**src/rtl/hms_display_scan_pkg.sv**
```systemverilog
// hms_disp_pkg: shared constants for the six-digit H:M:S multiplexed display.
// Holds the digit order, the active-low segment patterns and the field range limits.
package hms_disp_pkg;

   localparam int NUM_DIGITS = 6;

   // Digit slot order, least significant first; slot n drives an[n].
   typedef enum logic [2:0] {
      DIG_S1  = 3'd0,
      DIG_S10 = 3'd1,
      DIG_M1  = 3'd2,
      DIG_M10 = 3'd3,
      DIG_H1  = 3'd4,
      DIG_H10 = 3'd5
   } digit_e;

   // Field range limits; larger snapshot values are shown as dashes.
   localparam logic [4:0] H_MAX = 5'd23;
   localparam logic [5:0] M_MAX = 6'd59;
   localparam logic [5:0] S_MAX = 6'd59;

   // Segment patterns {g,f,e,d,c,b,a}, active-low.
   localparam logic [6:0] SEG_0     = 7'b1000000;
   localparam logic [6:0] SEG_1     = 7'b1111001;
   localparam logic [6:0] SEG_2     = 7'b0100100;
   localparam logic [6:0] SEG_3     = 7'b0110000;
   localparam logic [6:0] SEG_4     = 7'b0011001;
   localparam logic [6:0] SEG_5     = 7'b0010010;
   localparam logic [6:0] SEG_6     = 7'b0000010;
   localparam logic [6:0] SEG_7     = 7'b1111000;
   localparam logic [6:0] SEG_8     = 7'b0000000;
   localparam logic [6:0] SEG_9     = 7'b0010000;
   localparam logic [6:0] SEG_DASH  = 7'b0111111;
   localparam logic [6:0] SEG_BLANK = 7'b1111111;

   // Split a 0..63 binary value into {tens, ones} BCD nibbles.
   function automatic logic [7:0] to_bcd(input logic [5:0] v);
      logic [3:0] tens;
      logic [3:0] ones;
      tens = 4'(v / 6'd10);
      ones = 4'(v % 6'd10);
      return {tens, ones};
   endfunction

endpackage

```
**src/rtl/hms_display_scan_seg7_decode.sv**
```systemverilog
// seg7_decode: one BCD digit (plus dash override) to active-low 7-segment pattern.
// Non-decimal codes 10..15 render blank.
module seg7_decode
   import hms_disp_pkg::*;
(
   input  logic [3:0] bcd,
   input  logic       dash,
   output logic [6:0] seg
);

   // Pattern lookup; the dash flag wins over the digit value.
   always_comb begin
      // NOTE: default assignment first so every path drives seg and no latch is inferred.
      seg = SEG_BLANK;
      if (dash) begin
         seg = SEG_DASH;
      end else begin
         case (bcd)
            4'd0:    seg = SEG_0;
            4'd1:    seg = SEG_1;
            4'd2:    seg = SEG_2;
            4'd3:    seg = SEG_3;
            4'd4:    seg = SEG_4;
            4'd5:    seg = SEG_5;
            4'd6:    seg = SEG_6;
            4'd7:    seg = SEG_7;
            4'd8:    seg = SEG_8;
            4'd9:    seg = SEG_9;
            default: seg = SEG_BLANK;
         endcase
      end
   end

endmodule

```
**src/rtl/hms_display_scan.sv**
```systemverilog
// hms_display_scan: scans a captured H:M:S snapshot across six multiplexed
// 7-segment digits, one slot of SCAN_DIV clocks per digit.
// Optional feature macro: DP_BLINK_EN (colon-style decimal point blink on the
// minute-ones and hour-ones digits, driven by snapshot seconds bit 0).
module hms_display_scan
   import hms_disp_pkg::*;
#(
   parameter int unsigned SCAN_DIV = 50000
) (
   input  logic       clk,
   input  logic       rst,
   input  logic [4:0] H_reg,
   input  logic [5:0] M_reg,
   input  logic [5:0] S_reg,
   output logic [6:0] seg,
   output logic [5:0] an,
   output logic       dp,
   output logic       frame_start
);

   localparam logic [15:0] PRESC_LAST = 16'(SCAN_DIV - 1);

   logic [15:0] presc;
   digit_e      idx;
   logic [4:0]  snap_h;
   logic [5:0]  snap_m;
   logic [5:0]  snap_s;

   logic        slot_wrap;
   logic        frame_wrap;
   logic [7:0]  bcd_h;
   logic [7:0]  bcd_m;
   logic [7:0]  bcd_s;
   logic [3:0]  sel_bcd;
   logic        sel_dash;
   logic [6:0]  seg_next;

   assign slot_wrap  = (presc == PRESC_LAST);
   assign frame_wrap = slot_wrap && (idx == DIG_H10);

   // Prescaler, digit index and frame snapshot; snapshot updates only at frame wrap.
   always_ff @(posedge clk or posedge rst) begin
      if (rst) begin
         presc  <= '0;
         idx    <= DIG_S1;
         // NOTE: the snapshot is reset too, so the first frame after reset shows 00:00:00.
         snap_h <= '0;
         snap_m <= '0;
         snap_s <= '0;
      end else if (slot_wrap) begin
         // NOTE: non-blocking assignments so every register samples pre-edge values.
         presc <= '0;
         if (idx == DIG_H10) begin
            idx    <= DIG_S1;
            snap_h <= H_reg;
            snap_m <= M_reg;
            snap_s <= S_reg;
         end else begin
            idx <= digit_e'(idx + 3'd1);
         end
      end else begin
         presc <= presc + 16'd1;
      end
   end

   // Select the BCD nibble and dash flag of the digit being scanned.
   always_comb begin
      bcd_h    = to_bcd({1'b0, snap_h});
      bcd_m    = to_bcd(snap_m);
      bcd_s    = to_bcd(snap_s);
      sel_bcd  = 4'd0;
      sel_dash = 1'b0;
      case (idx)
         DIG_S1:  begin sel_bcd = bcd_s[3:0]; sel_dash = (snap_s > S_MAX); end
         DIG_S10: begin sel_bcd = bcd_s[7:4]; sel_dash = (snap_s > S_MAX); end
         DIG_M1:  begin sel_bcd = bcd_m[3:0]; sel_dash = (snap_m > M_MAX); end
         DIG_M10: begin sel_bcd = bcd_m[7:4]; sel_dash = (snap_m > M_MAX); end
         DIG_H1:  begin sel_bcd = bcd_h[3:0]; sel_dash = (snap_h > H_MAX); end
         DIG_H10: begin sel_bcd = bcd_h[7:4]; sel_dash = (snap_h > H_MAX); end
         default: begin sel_bcd = 4'd0;       sel_dash = 1'b0;             end
      endcase
   end

   seg7_decode u_seg7_decode (
      .bcd  (sel_bcd),
      .dash (sel_dash),
      .seg  (seg_next)
   );

   // Registered display drive; digits are blanked on the first clock of each slot.
   always_ff @(posedge clk or posedge rst) begin
      if (rst) begin
         seg         <= SEG_BLANK;
         an          <= '1;
         frame_start <= 1'b0;
      end else begin
         seg         <= seg_next;
         an          <= (presc == 16'd0) ? '1 : ~(6'b000001 << idx);
         frame_start <= frame_wrap;
      end
   end

`ifdef DP_BLINK_EN
   // Decimal point lit on minute-ones and hour-ones slots during even seconds.
   always_ff @(posedge clk or posedge rst) begin
      if (rst) begin
         dp <= 1'b1;
      end else begin
         dp <= !(((idx == DIG_M1) || (idx == DIG_H1)) && !snap_s[0]);
      end
   end
`else
   assign dp = 1'b1;
`endif

endmodule

```
**config.mk**
```make
export PLATFORM = sky130hd
export DESIGN_NAME = hms_display_scan
export DESIGN_NICKNAME = d
export VERILOG_FILES = /design/src/rtl/hms_display_scan_pkg.sv /design/src/rtl/hms_display_scan_seg7_decode.sv /design/src/rtl/hms_display_scan.sv
export SDC_FILE = /design/constraint.sdc
export NUM_CORES = 1
export LEC_CHECK = 0
export ABC_AREA = 1
export CORE_MARGIN = 2
export CORE_UTILIZATION = 58
export CTS_BUF_LIST = sky130_fd_sc_hd__clkbuf_8
export DETAILED_ROUTE_END_ITERATION = 10
export HOLD_SLACK_MARGIN = 0.03
export PLACE_DENSITY = 0.93
export SLEW_MARGIN = 20
export SYNTH_ARGS = -nofsm -noshare
export SYNTH_HDL_FRONTEND = slang
export SYNTH_HIERARCHICAL = 1
export SYNTH_SLANG_ARGS = --single-unit
export TNS_END_PERCENT = 50
```
**constraint.sdc**
```tcl
create_clock -name clk -period 6.2 [get_ports clk]
set_clock_uncertainty 0.1 [all_clocks]
set_input_delay 1.55 -clock clk [delete_from_list [all_inputs] [get_ports clk]]
set_output_delay 1.55 -clock clk [all_outputs]
set_load 0.01 [all_outputs]
```
==> reports/qor.csv <==
stage;metric;value;unit
status;status;complete, no violations;
critical_path;critical_path_class;reg2reg;
global_routing;antenna_found_initial;0;
floorplan;chipHeight;78.2;um
floorplan;start_util;59.1;%
placed_design;dp.cells;517;
finish;fillers;426;
flow_run;cap_violations;0;
finish;drive_above_1_share;15.2;%
synth;seq_area_frac_synth;39.7;%
synth;synth-seq-cells;50;
sta;timing.slew.headroom;46.7;%
synth;synth_flop_cell;dfrtp_1;
synth;ys_types;40;
cts;cts_tree;built;
power_and_ir_drop;fin_total_pwr;527;uW
cts;clkSinkCount;50;
synth;synth_compound_area_share;10.8;%
synth;synth_top_family_by_area;simple AND/OR/NAND/NOR gates;
cts;numCtsBuffers;5;
floorplan;ioPinCount;34;
route;routed_wl;6180;um
finish;nets;484;
placed_design;portBuffers;32;
global_routing;grt.met2_usage;35.6;%
synth;synth_mux_area_share;0;%
cts;postCtsSetupRepairBufs;0;
route;drtPass1Iterations;4;
synth;synth_nets;451;
sta;finalSetupViolCount;0;
cts;clk_pin_slew;0.09;ns
sta;rsz0062_at_grt;false;
cts;clk_latency;0.31;ns
hold_path;hold_path_class;reg2reg;
global_routing;grt_max_degree;51;
route;via_per_inst;5.29;
synth;synthesis.area;0.00319;sq mm
global_routing;overflow;0;
placed_design;dp_hpwl;4810;um
finish;final_cells;525;
synth;synth-adder-area-share;5.09;%
finish;final-seq-area;0.00127;sq mm
critical_path;cp.arrival;3.69;ns
sta;setup_slack;2.66;ns
synth;ys_warn_count;6;
placed_design;place_congestion;0.970;
sta;fin_hold_ws;0.415;ns
global_routing;grt_use_met1;28.6;%
cts;cts_resized;0;
sta;finalMaxSlewViolations;0;
synth;synth_edf_count;0;
finish;mostFrequentLayoutCells;nand2_1 (115), inv_1 (59), dfrtp_1 (37);
synth;synth_xor_area_share;0.548;%
placed_design;dpl_worst_slack;2.71;ns
route;drt-initial-drc-count;172;
synth;synth_area_per_cell;7.62;sq um
finish;final_common_cell;nand2_1;
power_and_ir_drop;power_leakage;1.78;nW
floorplan;dieArea;0.00612;sq mm
cts;cts.hold.buffers_added;0;
critical_path;cp_max_fo;9;
finish;fin_util;67.4;%
cts;clk_path_buf_depth;2;
finish;multiInputGateArea;0.00158;sq mm
route;ant_nets;0;
floorplan;coreArea;0.00541;sq mm
route;route.vias.total;2777;
route;route.detailed.wl_per_inst;11.8;um
power_and_ir_drop;vdd_drop_max;101;uV
synth;yosys.area_share.simple;33.0;%
global_routing;grt_pass1_vias;2630;
synth;synthArstFlopShare;100;%
sta;period_needed;3.54;ns
cts;cts_max_level;2;
critical_path;worst_setup_path_start_kind;flip-flop;
floorplan;die_x;78.2;um
route;drc;0;
critical_path;cp_data_required_time;6.35;ns
sta;max_freq;283;MHz
global_routing;grtUsageMet3;5.75;%
finish;n_antenna_cell;0;
global_routing;grt_pass1_wl;11000;um
synth;syn_inst;419;
critical_path;endpoint_kind;flip-flop;
sta;hold_viol;0;
sta;timing.final.crit_share;57.1;%
sta;setup_tns;0;ns
global_routing;grt_busiest_layer;met2;
placed_design;dpl-instance-area;0.00356;sq mm
finish;final_area;0.00364;sq mm
cts;root_buffer;clkbuf_8;
global_routing;track_usage;22.4;%
floorplan;num_rows;27;
sta;worst_pin_slew;0.798;ns
finish;syn2layout_area_growth;14.0;%
power_and_ir_drop;power.density;145;mW/mm^2
[state kept, by name (all words and copies together) (netlist names)]
register,count
an,6
frame_start,1
idx,3
presc,16
seg,7
snap_h,5
snap_m,6
snap_s,6
[worst paths after layout]
check                             to  cells past startpoint      from  slack, ns
max in group asynchronous  snap_m[2]                      2       rst       3.94
min in group asynchronous  presc[15]                      2       rst       1.60
max                           seg[3]                     25    idx[1]       2.66
max reg2reg                   seg[3]                     25    idx[1]       2.66
min reg2reg                 presc[0]                      1  presc[0]       0.42
min                         presc[0]                      1  presc[0]       0.42
[synth_stat cells, drive strengths merged, types with 2 or more instances]
cell type  instances  area share (%)
nand2            127              16
inv               72             8.8
nand3             40             8.3
dfrtp             37              29
nor2              36             5.1
o21ai             27             4.3
a21oi             13             3.2
dfstp             13              11
ha                13             5.1
nand4              7             1.4
buf                5             1.6
nor4               5            0.98
nor3               4            0.63
clkbuf             3            0.35
o221ai             3            0.82
o22ai              3            0.78
a31oi              2            0.39
o211ai             2            0.47
xor2               2            0.55
[critical path, cell delays in order, from the launching register on]
cell and delay [ns]:
dfrtp_1 0.68, nand2_1 0.10, inv_1 0.07, ha_1 0.30, inv_1 0.09, o21ai_0 0.15, inv_1 0.05, nand2_1 0.10
nand2_1 0.12, nand3_1 0.11, nand2_1 0.07, inv_1 0.08, ha_1 0.15, o2111ai_1 0.12, nor2_1 0.10, nand2_1 0.07
nand3_2 0.09, nand2_1 0.06, nand2_1 0.06, nand2_1 0.04, nand2_1 0.13, inv_1 0.10, ha_1 0.31, nand2_1 0.09
nand3_1 0.08, nand2_1 0.07
[logic make-up after synthesis]
| group | after synthesis |
|---|---|
| buffers and inverters | 80 |
| XOR/XNOR | 2 |
| other | 1 |
| AO/OA/AOI/OAI | 53 |
| AND/OR/NAND/NOR | 220 |
| adder cells (fa/ha/maj) | 13 |
| flip-flops | 50 |
[power breakdown]
group / leakage, nW / switching, mW / total (mW) / internal [mW]
clock network: 0.0467 / 0.107 / 0.183 / 0.0767
logic: 1.18 / 0.00750 / 0.0174 / 0.00985
registers: 0.550 / 0 / 0.326 / 0.326
total: 1.78 / 0.114 / 0.527 / 0.413
[layer usage]
| layer | routed length (um) | vias to the layer above |
|---|---|---|
| li1 | - | 1399 |
| met1 | 2840 | 1264 |
| met5 | 0 | - |
| met4 | 133 | 0 |
| met2 | 2800 | 97 |
| met3 | 395 | 17 |
[cell type report]
cell class,instances,share of cell area (%)
Sequential cell,50,34.8
Clock buffer,5,1.89
Timing Repair Buffer,34,9.21
Clock inverter,3,0.412
Tap cell,72,2.47
Inverter,72,7.73
Multi-Input combinational cell,289,43.5
No activity file was read; power rests on OpenSTA's default activity.
